## config.mk

```make
export PLATFORM = sky130hd
export DESIGN_NAME = dbus_enb_ctrl_flat
export DESIGN_NICKNAME = d
export VERILOG_FILES = /design/src/rtl/dbus_enb_ctrl_if.sv /design/src/rtl/dbus_enb_ctrl.sv /design/src/flat_wrapper.sv
export SDC_FILE = /design/constraint.sdc
export NUM_CORES = 1
export LEC_CHECK = 0
export CAP_MARGIN = 40
export CORE_ASPECT_RATIO = 2
export CORE_MARGIN = 5
export CORE_UTILIZATION = 45
export DETAILED_ROUTE_END_ITERATION = 7
export PLACE_DENSITY = 0.67
export REMOVE_ABC_BUFFERS = 1
export SYNTH_ARGS = -nofsm -noshare
export SYNTH_HDL_FRONTEND = slang
export SYNTH_SLANG_ARGS = --single-unit
```

## constraint.sdc

```tcl
create_clock -name clk -period 1.5 [get_ports clk]
set_clock_uncertainty 0.05 [all_clocks]
set_input_delay 0.3 -clock clk [delete_from_list [all_inputs] [get_ports clk]]
set_output_delay 0.3 -clock clk [all_outputs]
set_load 0.1 [all_outputs]
```

## src/rtl/dbus_enb_ctrl_if.sv

```systemverilog
// ---------------------------------------------------------------------------
// dbus_enb_ctrl_if
//   Bundles the grant/busy/enable handshake that passes between a bus
//   requester side and the dbus_enb controller.
//
//   Signals:
//     dgrant      data grant. Its rising edge starts a transaction.
//     dbusy_n     bus-free indication. Each high sample counts once.
//     dbus_enb    registered data-bus enable.
//     timeout_err one-cycle pulse when the search window expires.
//     abort       one-cycle pulse when dgrant drops while waiting.
//     busy_cnt    dbusy_n samples counted in the current window.
//     active      high while a transaction is waiting or enabled.
//
//   Modports:
//     master  drives dgrant/dbusy_n and observes the controller outputs.
//     slave   the controller itself.
// ---------------------------------------------------------------------------
interface dbus_enb_ctrl_if;
  logic       dgrant;
  logic       dbusy_n;
  logic       dbus_enb;
  logic       timeout_err;
  logic       abort;
  logic [3:0] busy_cnt;
  logic       active;

  modport master (
    output dgrant,
    output dbusy_n,
    input  dbus_enb,
    input  timeout_err,
    input  abort,
    input  busy_cnt,
    input  active
  );

  modport slave (
    input  dgrant,
    input  dbusy_n,
    output dbus_enb,
    output timeout_err,
    output abort,
    output busy_cnt,
    output active
  );
endinterface

```

## src/rtl/dbus_enb_ctrl.sv

```systemverilog
// ---------------------------------------------------------------------------
// dbus_enb_ctrl
//   Data-bus enable controller. A rising dgrant opens a search window of
//   MAX_CYCLES cycles. Once BUSY_COUNT dbusy_n samples have been counted in
//   that window, dbus_enb is raised the following cycle and held for
//   ENB_CYCLES cycles. If the window runs out first, timeout_err pulses;
//   if dgrant drops while waiting, abort pulses.
//
//   Parameters:
//     MAX_CYCLES  search window length in cycles (2..4096)
//     BUSY_COUNT  dbusy_n samples required before enable (1..15)
//     ENB_CYCLES  cycles dbus_enb stays high (1..255)
//
//   Ports:
//     clk     rising-edge clock
//     rst     synchronous active-high reset
//     io_bus  handshake bundle (slave modport): dgrant, dbusy_n in;
//             dbus_enb, timeout_err, abort, busy_cnt, active out
// ---------------------------------------------------------------------------
module dbus_enb_ctrl #(
  parameter int MAX_CYCLES = 256,
  parameter int BUSY_COUNT = 2,
  parameter int ENB_CYCLES = 4
) (
  input  logic            clk,
  input  logic            rst,
  dbus_enb_ctrl_if.slave  io_bus
);

  localparam int WIN_W = $clog2(MAX_CYCLES + 1);

  // Terminal values are compared against the count *before* the increment,
  // so the decision lands on the same edge that samples the last input.
  localparam logic [WIN_W-1:0] WIN_LAST  = WIN_W'(MAX_CYCLES - 1);
  localparam logic [3:0]       BUSY_LAST = 4'(BUSY_COUNT - 1);
  localparam logic [7:0]       ENB_LAST  = 8'(ENB_CYCLES - 1);

  typedef enum logic [1:0] {
    S_IDLE = 2'd0,
    S_WAIT = 2'd1,
    S_ENB  = 2'd2
  } state_t;

  state_t           r_state;
  logic             r_dgrant_q;
  logic [WIN_W-1:0] r_win_cnt;
  logic [7:0]       r_enb_cnt;
  logic [3:0]       r_busy_cnt;
  logic             r_dbus_enb;
  logic             r_timeout_err;
  logic             r_abort;
  logic             r_active;

  logic             w_rise;
  logic [3:0]       w_busy_inc;

  // r_dgrant_q resets to 0, so a dgrant already high right after reset is
  // seen as a rise.
  assign w_rise     = io_bus.dgrant & ~r_dgrant_q;
  assign w_busy_inc = (r_busy_cnt == 4'hF) ? r_busy_cnt : r_busy_cnt + 4'd1;

  always_ff @(posedge clk) begin
    if (rst) begin
      r_state       <= S_IDLE;
      r_dgrant_q    <= 1'b0;
      r_win_cnt     <= '0;
      r_enb_cnt     <= '0;
      r_busy_cnt    <= '0;
      r_dbus_enb    <= 1'b0;
      r_timeout_err <= 1'b0;
      r_abort       <= 1'b0;
      r_active      <= 1'b0;
    end else begin
      r_dgrant_q    <= io_bus.dgrant;
      r_timeout_err <= 1'b0;
      r_abort       <= 1'b0;

      case (r_state)
        S_IDLE: begin
          // dbusy_n on the rise edge itself is deliberately not counted.
          if (w_rise) begin
            r_state    <= S_WAIT;
            r_busy_cnt <= '0;
            r_win_cnt  <= '0;
            r_active   <= 1'b1;
          end
        end

        S_WAIT: begin
          r_win_cnt <= r_win_cnt + 1'b1;
          if (io_bus.dbusy_n) begin
            r_busy_cnt <= w_busy_inc;
          end

          // Priority: abort, then success, then timeout. Success on the
          // final window cycle therefore wins over the timeout.
          if (!io_bus.dgrant) begin
            r_abort  <= 1'b1;
            r_state  <= S_IDLE;
            r_active <= 1'b0;
          end else if (io_bus.dbusy_n && (r_busy_cnt == BUSY_LAST)) begin
            r_state    <= S_ENB;
            r_dbus_enb <= 1'b1;
            r_enb_cnt  <= '0;
          end else if (r_win_cnt == WIN_LAST) begin
            r_timeout_err <= 1'b1;
            r_state       <= S_IDLE;
            r_active      <= 1'b0;
          end
        end

        S_ENB: begin
          // dgrant/dbusy_n are ignored here; r_dgrant_q keeps tracking, so
          // a rise that happens during ENB is consumed and never replayed.
          if (r_enb_cnt == ENB_LAST) begin
            r_dbus_enb <= 1'b0;
            r_state    <= S_IDLE;
            r_active   <= 1'b0;
          end else begin
            r_enb_cnt <= r_enb_cnt + 8'd1;
          end
        end

        default: begin
          r_state    <= S_IDLE;
          r_dbus_enb <= 1'b0;
          r_active   <= 1'b0;
        end
      endcase
    end
  end

  assign io_bus.dbus_enb    = r_dbus_enb;
  assign io_bus.timeout_err = r_timeout_err;
  assign io_bus.abort       = r_abort;
  assign io_bus.busy_cnt    = r_busy_cnt;
  assign io_bus.active      = r_active;

endmodule
```

## src/flat_wrapper.sv

```systemverilog
// flat-port wrapper written by rule: the top's interface ports become plain ports
module dbus_enb_ctrl_flat 
#(
  parameter int MAX_CYCLES = 256,
  parameter int BUSY_COUNT = 2,
  parameter int ENB_CYCLES = 4
)
  (clk, rst, io_bus_dgrant, io_bus_dbusy_n, io_bus_dbus_enb, io_bus_timeout_err, io_bus_abort, io_bus_busy_cnt, io_bus_active);
  dbus_enb_ctrl_if io_bus_i ();
  input  logic clk;
  input  logic rst;
  input wire logic [$bits(io_bus_i.dgrant)-1:0] io_bus_dgrant;
  input wire logic [$bits(io_bus_i.dbusy_n)-1:0] io_bus_dbusy_n;
  output wire logic [$bits(io_bus_i.dbus_enb)-1:0] io_bus_dbus_enb;
  output wire logic [$bits(io_bus_i.timeout_err)-1:0] io_bus_timeout_err;
  output wire logic [$bits(io_bus_i.abort)-1:0] io_bus_abort;
  output wire logic [$bits(io_bus_i.busy_cnt)-1:0] io_bus_busy_cnt;
  output wire logic [$bits(io_bus_i.active)-1:0] io_bus_active;
  assign io_bus_i.dgrant = io_bus_dgrant;
  assign io_bus_i.dbusy_n = io_bus_dbusy_n;
  assign io_bus_dbus_enb = io_bus_i.dbus_enb;
  assign io_bus_timeout_err = io_bus_i.timeout_err;
  assign io_bus_abort = io_bus_i.abort;
  assign io_bus_busy_cnt = io_bus_i.busy_cnt;
  assign io_bus_active = io_bus_i.active;
  dbus_enb_ctrl #(.MAX_CYCLES(MAX_CYCLES), .BUSY_COUNT(BUSY_COUNT), .ENB_CYCLES(ENB_CYCLES)) u_core (.clk(clk), .rst(rst), .io_bus(io_bus_i));
endmodule
```

# After elaboration in Yosys (flattened, before gate mapping)
# Index checks and enable logic that the tools add are counted.
# totals
in_bits	4
regBits	28
wordCells	72
out_inout_bits	8
# op_classes
add_sub_neg	3
reduce_logical	12
mux	27
eq_ne	16
bitwise_logic	5
# ops
operator	n
$mux 8	3
$pmux 9 s2	1
$pmux 8 s2	1
$reduce_and 4->1	4
$mux 4	3
$mux 2	5
$add 9x1->9 const B	1
$eq 9x8->1 const B	1
$mux 1	9
$mux 9	1
$add 8x1->8 const B	1
$eq 8x2->1 const B	1
$ne 2x2->1 const B	4
$pmux 4 s2	1
$ne 2x1->1 const B	3
$pmux 1 s3	2
$pmux 2 s3	1
$add 4x1->4 const B	1
$eq 4x1->1 const B	1
$eq 4x4->1 const B	1
$ne 4x2->1 const B	1
$not 1->1	4
$reduce_bool 2->1	2
$reduce_or 4->1	1
other kinds (10)	10

# Logic depth before layout (Yosys ltp)
# Gate-level depths: netlist of run 1.
# logic_depth
word_depth	5
ltp_mapped	8
mapped_depth_nobuf	8

# Worst setup path after synthesis of run 1
# No wires, ideal clock.
# synth_path
kind	reg2reg
start	register u_core.r_busy_cnt[0] (netlist: u_core.io_bus.busy_cnt[0])
end	register u_core.r_enb_cnt[5]
synth_period_minus_slack_ps	2321
path_stages_with_launch	6
slack_ps	-821
setup_time_ps	122
path_buffers	0
t_arrival_ps	2149
required_ps	1328
path_cell_list	dfxtp_1 -> ha_1 -> nand4bb_1 -> nor3_4 -> a211oi_4 -> a221o_1
# synth_via
elab_chain_cells	4
# synth_rtl
element	line_no	source
from (decl)	dbus_enb_ctrl.sv:48	logic [3:0] r_busy_cnt;
from (signal assigned)	dbus_enb_ctrl.sv:92	r_busy_cnt <= w_busy_inc;
$eq 4x1->1	dbus_enb_ctrl.sv:101	end else if (io_bus.dbusy_n && (r_busy_cnt == BUSY_LAST)) begin
$logic_and 1x1->1	dbus_enb_ctrl.sv:101	
$ne 2x1->1 (no line)	-	
$reduce_and 4->1 (no line)	-	
to (signal assigned)	dbus_enb_ctrl.sv:120	r_enb_cnt <= r_enb_cnt + 8'd1;
to (decl)	dbus_enb_ctrl.sv:47	logic [7:0] r_enb_cnt;
# No other way between the ends.
# A chain may end at the register's enable or synchronous reset.

# Worst setup path after layout of run 1
# layout_path
start	register u_core.r_enb_cnt[0]
end	register u_core.r_enb_cnt[6]
# layout_via
elab_chain_cells	3
word_cells_on_any_way	6
classes_between	add/sub (1); eq/ne (2); mux (2); reduce/logical (1)
# layout_rtl
element	line_no
$add 8x1->8 or $eq 8x2->1 (tied branches)	dbus_enb_ctrl.sv:120, dbus_enb_ctrl.sv:115
$mux 8 or $ne 2x2->1 (tied branches)	-
$pmux 8 s2 or $reduce_and 4->1 (tied branches)	-
# Several ways; a longest one is shown, not always the timed one. The select of a mux whose other input is x is not followed.

==> results.md, run 1 <==
- Post-synthesis simple-gate area fraction: 0.314
- Fin util: 0.736
- GP Congestion: 0.919
- Hpwl dp: 2650 microns
- Placed Cells incl. Taps: 222
- Die Height: 89.1 microns
- Synth warn: 0
- H-tree depth: 1
- Slew Limit Headroom: 0.803
- Most common cell in the netlist: dfxtp_1
- GRT Residual Overflow: 0
- Vias: 1354
- Buffer and inverter count on the worst path: 1
- DR vias/cell: 5.71
- Clock latency on the worst-skew pair: 270 ps
- First-pass GRT wire length: 6220 microns
- Worst-margin pin slew: 291 ps
- Clock Tree Buf Depth: 2
- Hold Crit Class: primary input to flip-flop
- Cell Rows: 28
- Leak: 0.844 nW
- Clock tree from TritonCTS: done
- Initial Utilization: 0.473
- Post-Layout Cell Count: 237
- Async SR Flop Fraction: 0
- Period utilization: 1.08
- Slowest CP cell: dfxtp_2
- Initial antenna violation count: 0
- CP Class: flip-flop to flip-flop
- Remaining DRCs: 0
- IO Port Bufs: 11
- Share of cells above drive strength 1: 0.483
- Gate Count Post-Synth: 154
- Post-synth top flop: dfxtp_1
- Max Slew Vio Count: 0
- EDFF count, synth: 0
- Core area: 0.00298 sq mm
- Endpoints failing hold: 0
- Setup crit end kind: flip-flop
- Mapped cell area: 0.00141 sq mm
- DRT Pass-1 Iters: 4
- CTS Buf Count: 3
- Leading post-synthesis cells by cell area: dfxtp_1 40%, ha_1 4.4%, nor2_1 4.3%
- Number of global-route vias before repair: 1429
- # setup viols final: 9
- CP delay by family, top: simple AND/OR/NAND/NOR gates
- Cell taking the most area after synthesis: dfxtp_1
- Max incr delay on CP: 360 ps
- Die ar.: 0.00441 sq mm
- Power per cell area: 725 mW/mm^2
- RSZ-0062 raised after global routing: yes
- Top cell type's share of synthesized area: 0.398
- Gr usage total: 0.176
- Clock sinks: 28
- Netlist cell types: 52
- IO Count: 12
- Wire length per cell: 16.0 microns
- XOR/XNOR Fraction of Synth Area: 0.0124
- Min Tclk post-route: 1620 ps
- Die W: 49.5 microns
- Worst-path fanout max: 6
- Largest net degree at the start of global routing: 24
- F_max: 0.616 GHz
- Routed Antenna Nets: 0
- NumNets Final: 217
- Setup WS pre-CTS: -364 ps
- Clock-pin slew on the worst setup and hold paths: 100 ps
- Starting DRT DRC Count: 27
- Final wirelength: 3780 microns
- Cell area after placement: 0.00185 sq mm
- Layout overhead on the synthesized area: 55.6%
- Fin worst setup slack: -124 ps
- Clk root buf: clkbuf_8
- Synth Area in Compound Gates: 0.179
- Max_cap viols: 0
- Status: finished, violations left
- Largest family of logic cells by synthesized area: simple AND/OR/NAND/NOR gates
- Ant diodes: 0
- Syn avg cell area: 9.14 sq um
- Failing checks: setup timing
- Post-synthesis register bit count: 28
- Post-Synth Adder-Cell Area: 0.0444
- Worst EP required: 1610 ps
- Post-synthesis sequential area ratio: 0.398
- Type of origin of the critical path: flip-flop
- Mux share of post-synthesis cell area: 0.0240
- Final instance area: 0.00219 sq mm
- Crit path arrival time: 1740 ps
- Top cells by count, synth: 28 x dfxtp_1, 16 x nor2_1, 11 x a21oi_1
- Worst VDD drop: 0.588 mV
- Crit path cell chain: ha_4 > nor4b_4 > buf_4 > a21boi_4 > and3_1 > a221o_1
[repair_timing]
action | in CTS | in global routing
endpoints found under the hold margin | 0 | 0
endpoints found under the setup margin | 17 | 18
setup buffers | 8 | 3
gates resized for setup | 20 | 25
pin swaps | 18 | 14
cloned | 0 | 0
hold buffers | 0 | 0
[worst register-to-register path, cell delays in order, from the launching register on]
cell and delay (ps):
dfxtp_2 360, ha_4 150, nor4b_4 260, buf_4 190
a21boi_4 80, and3_1 170, a221o_1 250
[registers in the layout (all words and copies together) (netlist names)]
name / count
u_core.io_bus.timeout_err: 1
u_core.io_bus.busy_cnt: 4
u_core.io_bus.abort: 1
u_core.r_dgrant_q: 1
u_core.io_bus.active: 1
u_core.io_bus.dbus_enb: 1
u_core.r_enb_cnt: 8
u_core.r_state: 2
u_core.r_win_cnt: 9
[cells by family after synthesis]
kind of cell	count (synthesis)
simple gates	73
compound gates	34
flops	28
buf+inv	9
fa+ha+maj	5
mux	3
xor+xnor	2
[through the flow]
stage / hold slack (ps) / total power, W / TNS (ps)
global route: 411 / 0.00167 / -1350
finish: 406 / 0.00159 / -542
detailed placement: 427 / 0.000986 / -6030
floorplan: 317 / 0.000884 / -10420
global placement: 416 / 0.000981 / -5180
CTS: 383 / 0.00158 / -635
[layout by cell type (no fill, tap or decap), drive strengths merged, types with 3 or more instances in the layout]
cell / n
mux2: 3
nor3b: 4
nor3: 9
and3: 5
clkbuf: 3
nor2: 16
ha: 5
nand2: 10
a31oi: 4
a21oi: 11
nand3: 8
buf: 51
inv: 4
dfxtp: 28
[worst paths after layout]
path	startpoint	to	slack (ps)	depth (start not counted)
setup / recovery	u_core.r_enb_cnt[0]	u_core.r_enb_cnt[6]	-120	6
setup reg to reg	u_core.r_enb_cnt[0]	u_core.r_enb_cnt[6]	-120	6
hold reg to reg	u_core.r_win_cnt[7]	u_core.r_win_cnt[7]	460	1
hold / removal	io_bus_dgrant	u_core.io_bus.abort	410	2
[area by class of cell]
| cell class | count | area, sq um |
|---|---|---|
| multi-input cells | 117 | 977 |
| fillers | 209 | 787 |
| flip-flops and latches | 28 | 571 |
| repair buffers | 54 | 519 |
| clock buffers | 3 | 41.3 |
| well taps | 30 | 37.5 |
| clock inverters | 1 | 30.0 |
| inverters | 4 | 15.0 |
[routing by layer]
layer / up-vias / GRT usage / wire (microns)
met3: 6 / 0.0250 / 82
met5: - / 0 / 0
met2: 15 / 0.367 / 2320
met4: 0 / 0.0668 / 68
li1: 674 / - / -
met1: 659 / 0.162 / 1310
[report_power, final]
| group | internal, W | switching [W] | leakage (nW) |
|---|---|---|---|
| sequential | 0.000756 | 0.0000161 | 0.230 |
| clock | 0.000357 | 0.000228 | 0.0357 |
| combinational | 0.0000995 | 0.000130 | 0.578 |
Note: power is estimated with default switching activity, not from simulation.
==> inputs of run 2 (changes only) <==
--- a/config.mk
+++ b/config.mk
@@ -7,11 +7,13 @@
 export LEC_CHECK = 0
 export CAP_MARGIN = 40
 export CORE_ASPECT_RATIO = 2
-export CORE_MARGIN = 5
+export CORE_MARGIN = 3
 export CORE_UTILIZATION = 45
 export DETAILED_ROUTE_END_ITERATION = 7
+export GPL_ROUTABILITY_DRIVEN = 1
 export PLACE_DENSITY = 0.67
 export REMOVE_ABC_BUFFERS = 1
 export SYNTH_ARGS = -nofsm -noshare
 export SYNTH_HDL_FRONTEND = slang
 export SYNTH_SLANG_ARGS = --single-unit
+export TNS_END_PERCENT = 5
==> results.md, run 2 (synthesized netlist as in run 1, its figures left out) <==
- Status: finished, violations left
- Failing checks: setup timing
- Max Slew Vio Count: 0
- H-tree depth: 1
- Die W: 45.5 microns
- Wire length per cell: 15.3 microns
- Worst VDD drop: 0.729 mV
- RSZ-0062 raised after global routing: yes
- GP Congestion: 0.885
- IO Port Bufs: 11
- Hold Startpoint: io_bus_dgrant
- Commonest non-fill, non-tap cells in the layout: 35 x buf_4, 20 x dfxtp_1, 14 x nor2_1, 10 x a21oi_1, 9 x nand2_1
- Total Power: 0.00161 W
- CP delay by family, top: compound AO/OA/AOI/OAI gates
- Clk root buf: clkbuf_8
- Reg with most FFs: u_core.r_win_cnt
- Endpoints failing hold: 0
- Max_cap viols: 0
- Starting DRT DRC Count: 15
- Clock Tree Buf Depth: 2
- Vias: 1296
- R2r setup slk: -140 ps
- Worst reg-to-reg path cell count: 5
- Core area: 0.00298 sq mm
- Max incr delay on CP: 360 ps
- Crit path cell chain: ha_4 > nor4b_4 > nand2_2 > a211oi_4 > a221o_1
- Ant diodes: 0
- Fillers: 242
- Clock-pin slew on the worst setup and hold paths: 110 ps
- Clock tree from TritonCTS: done
- Crit Reg-Reg Endpoint: u_core.r_enb_cnt[5]
- CTS Buf Count: 3
- Number of global-route vias before repair: 1458
- NumNets Final: 210
- Layout overhead on the synthesized area: 47.6%
- First-pass GRT wire length: 6080 microns
- Hold Path End: u_core.io_bus.abort
- Fin worst setup slack: -137 ps
- Hold Crit Class: primary input to flip-flop
- Hpwl dp: 2660 microns
- Commonest non-fill, non-tap cell in the layout: buf_4
- Clock sinks: 28
- Die ar.: 0.00388 sq mm
- Post-Layout Cell Count: 230
- FF+latch area: 571 sq um
- Largest net degree at the start of global routing: 17
- GRT Residual Overflow: 0
- Die Height: 85.1 microns
- Leak: 0.805 nW
- Type of origin of the critical path: flip-flop
- IO Count: 12
- Cell Rows: 28
- Slowest CP cell: dfxtp_2
- Reg-to-Reg Start: u_core.r_enb_cnt[1]
- Max FFs per register: 9
- Placed Cells incl. Taps: 224
- DR vias/cell: 5.63
- Routed Antenna Nets: 0
- Multi-input gate area: 921 sq um
- Worst-margin pin slew: 350 ps
- Initial antenna violation count: 0
- Final wirelength: 3530 microns
- Share of cells above drive strength 1: 0.430
- Hold WS: 401 ps
- # setup viols final: 9
- DRT Pass-1 Iters: 4
- Worst EP required: 1680 ps
- Final instance area: 0.00208 sq mm
- Buffer and inverter count on the worst path: 0
- Hold Path Depth: 2
- Hold buffers post-CTS: 0
- Remaining DRCs: 0
- F_max: 0.611 GHz
- Clock latency on the worst-skew pair: 290 ps
- Worst-path fanout max: 5
- Period utilization: 1.09
- Min Tclk post-route: 1640 ps
- Slew Limit Headroom: 0.766
- CP Class: flip-flop to flip-flop
- Crit path arrival time: 1820 ps
- Cell area after placement: 0.00187 sq mm
- Gr usage total: 0.203
- Initial Utilization: 0.473
- Setup crit end kind: flip-flop
- Power per cell area: 773 mW/mm^2
==> run 2: through the flow <==
step / setup slack, ps / setup TNS [ps] / utilization
detailed placement: -368 / -5820 / 0.626
global placement: -324 / -5230 / 0.626
CTS: -95.9 / -523 / 0.675
floorplan: -821 / -10420 / -
finish: -137 / -880 / 0.698
global route: -198 / -1620 / 0.698
==> run 2: what timing repair did <==
action | 4_1_cts | 5_1_grt
pin swaps | 11 | 8
gates resized for setup | 19 | 15
buffers inserted | 1 | 1
endpoints found under the setup margin | 17 | 18
==> run 2: layout make-up <==
class | count | area share
clock inverters | 1 | 0.0144
well taps | 30 | 0.0181
flip-flops and latches | 28 | 0.275
repair buffers | 47 | 0.223
inverters | 4 | 0.00722
multi-input cells | 117 | 0.443
clock buffers | 3 | 0.0199
==> run 2: worst register-to-register path, cell delays in order, from the launching register on <==
cell,delay [ps]
dfxtp_2,360
ha_4,150
nor4b_4,320
nand2_2,160
a211oi_4,330
a221o_1,200
==> run 2: worst max path at each step <==
stage,end,depth (start not counted),start,slack (ps)
floorplan,u_core.r_enb_cnt[5],5,u_core.io_bus.busy_cnt[0],-820
global placement,u_core.r_enb_cnt[6],5,io_bus_dbusy_n,-320
detailed placement,u_core.r_enb_cnt[6],5,io_bus_dbusy_n,-370
CTS,u_core.r_enb_cnt[0],5,u_core.r_enb_cnt[1],-100
global route,u_core.r_enb_cnt[5],5,u_core.r_enb_cnt[0],-200
finish,u_core.r_enb_cnt[5],5,u_core.r_enb_cnt[1],-140
==> run 2: where the power goes <==
| group | switching, W | internal (W) |
|---|---|---|
| Sequential | 0.0000121 | 0.000757 |
| Clock | 0.000259 | 0.000358 |
| Combinational | 0.000125 | 0.0000952 |
==> run 2: metal layers <==
layer / wire length [microns] / vias up / track usage
met1: 1300 / 619 / 0.207
met2: 2080 / 15 / 0.375
met4: 77 / 0 / 0.0960
met3: 68 / 7 / 0.0255
li1: - / 655 / -
met5: 0 / - / 0
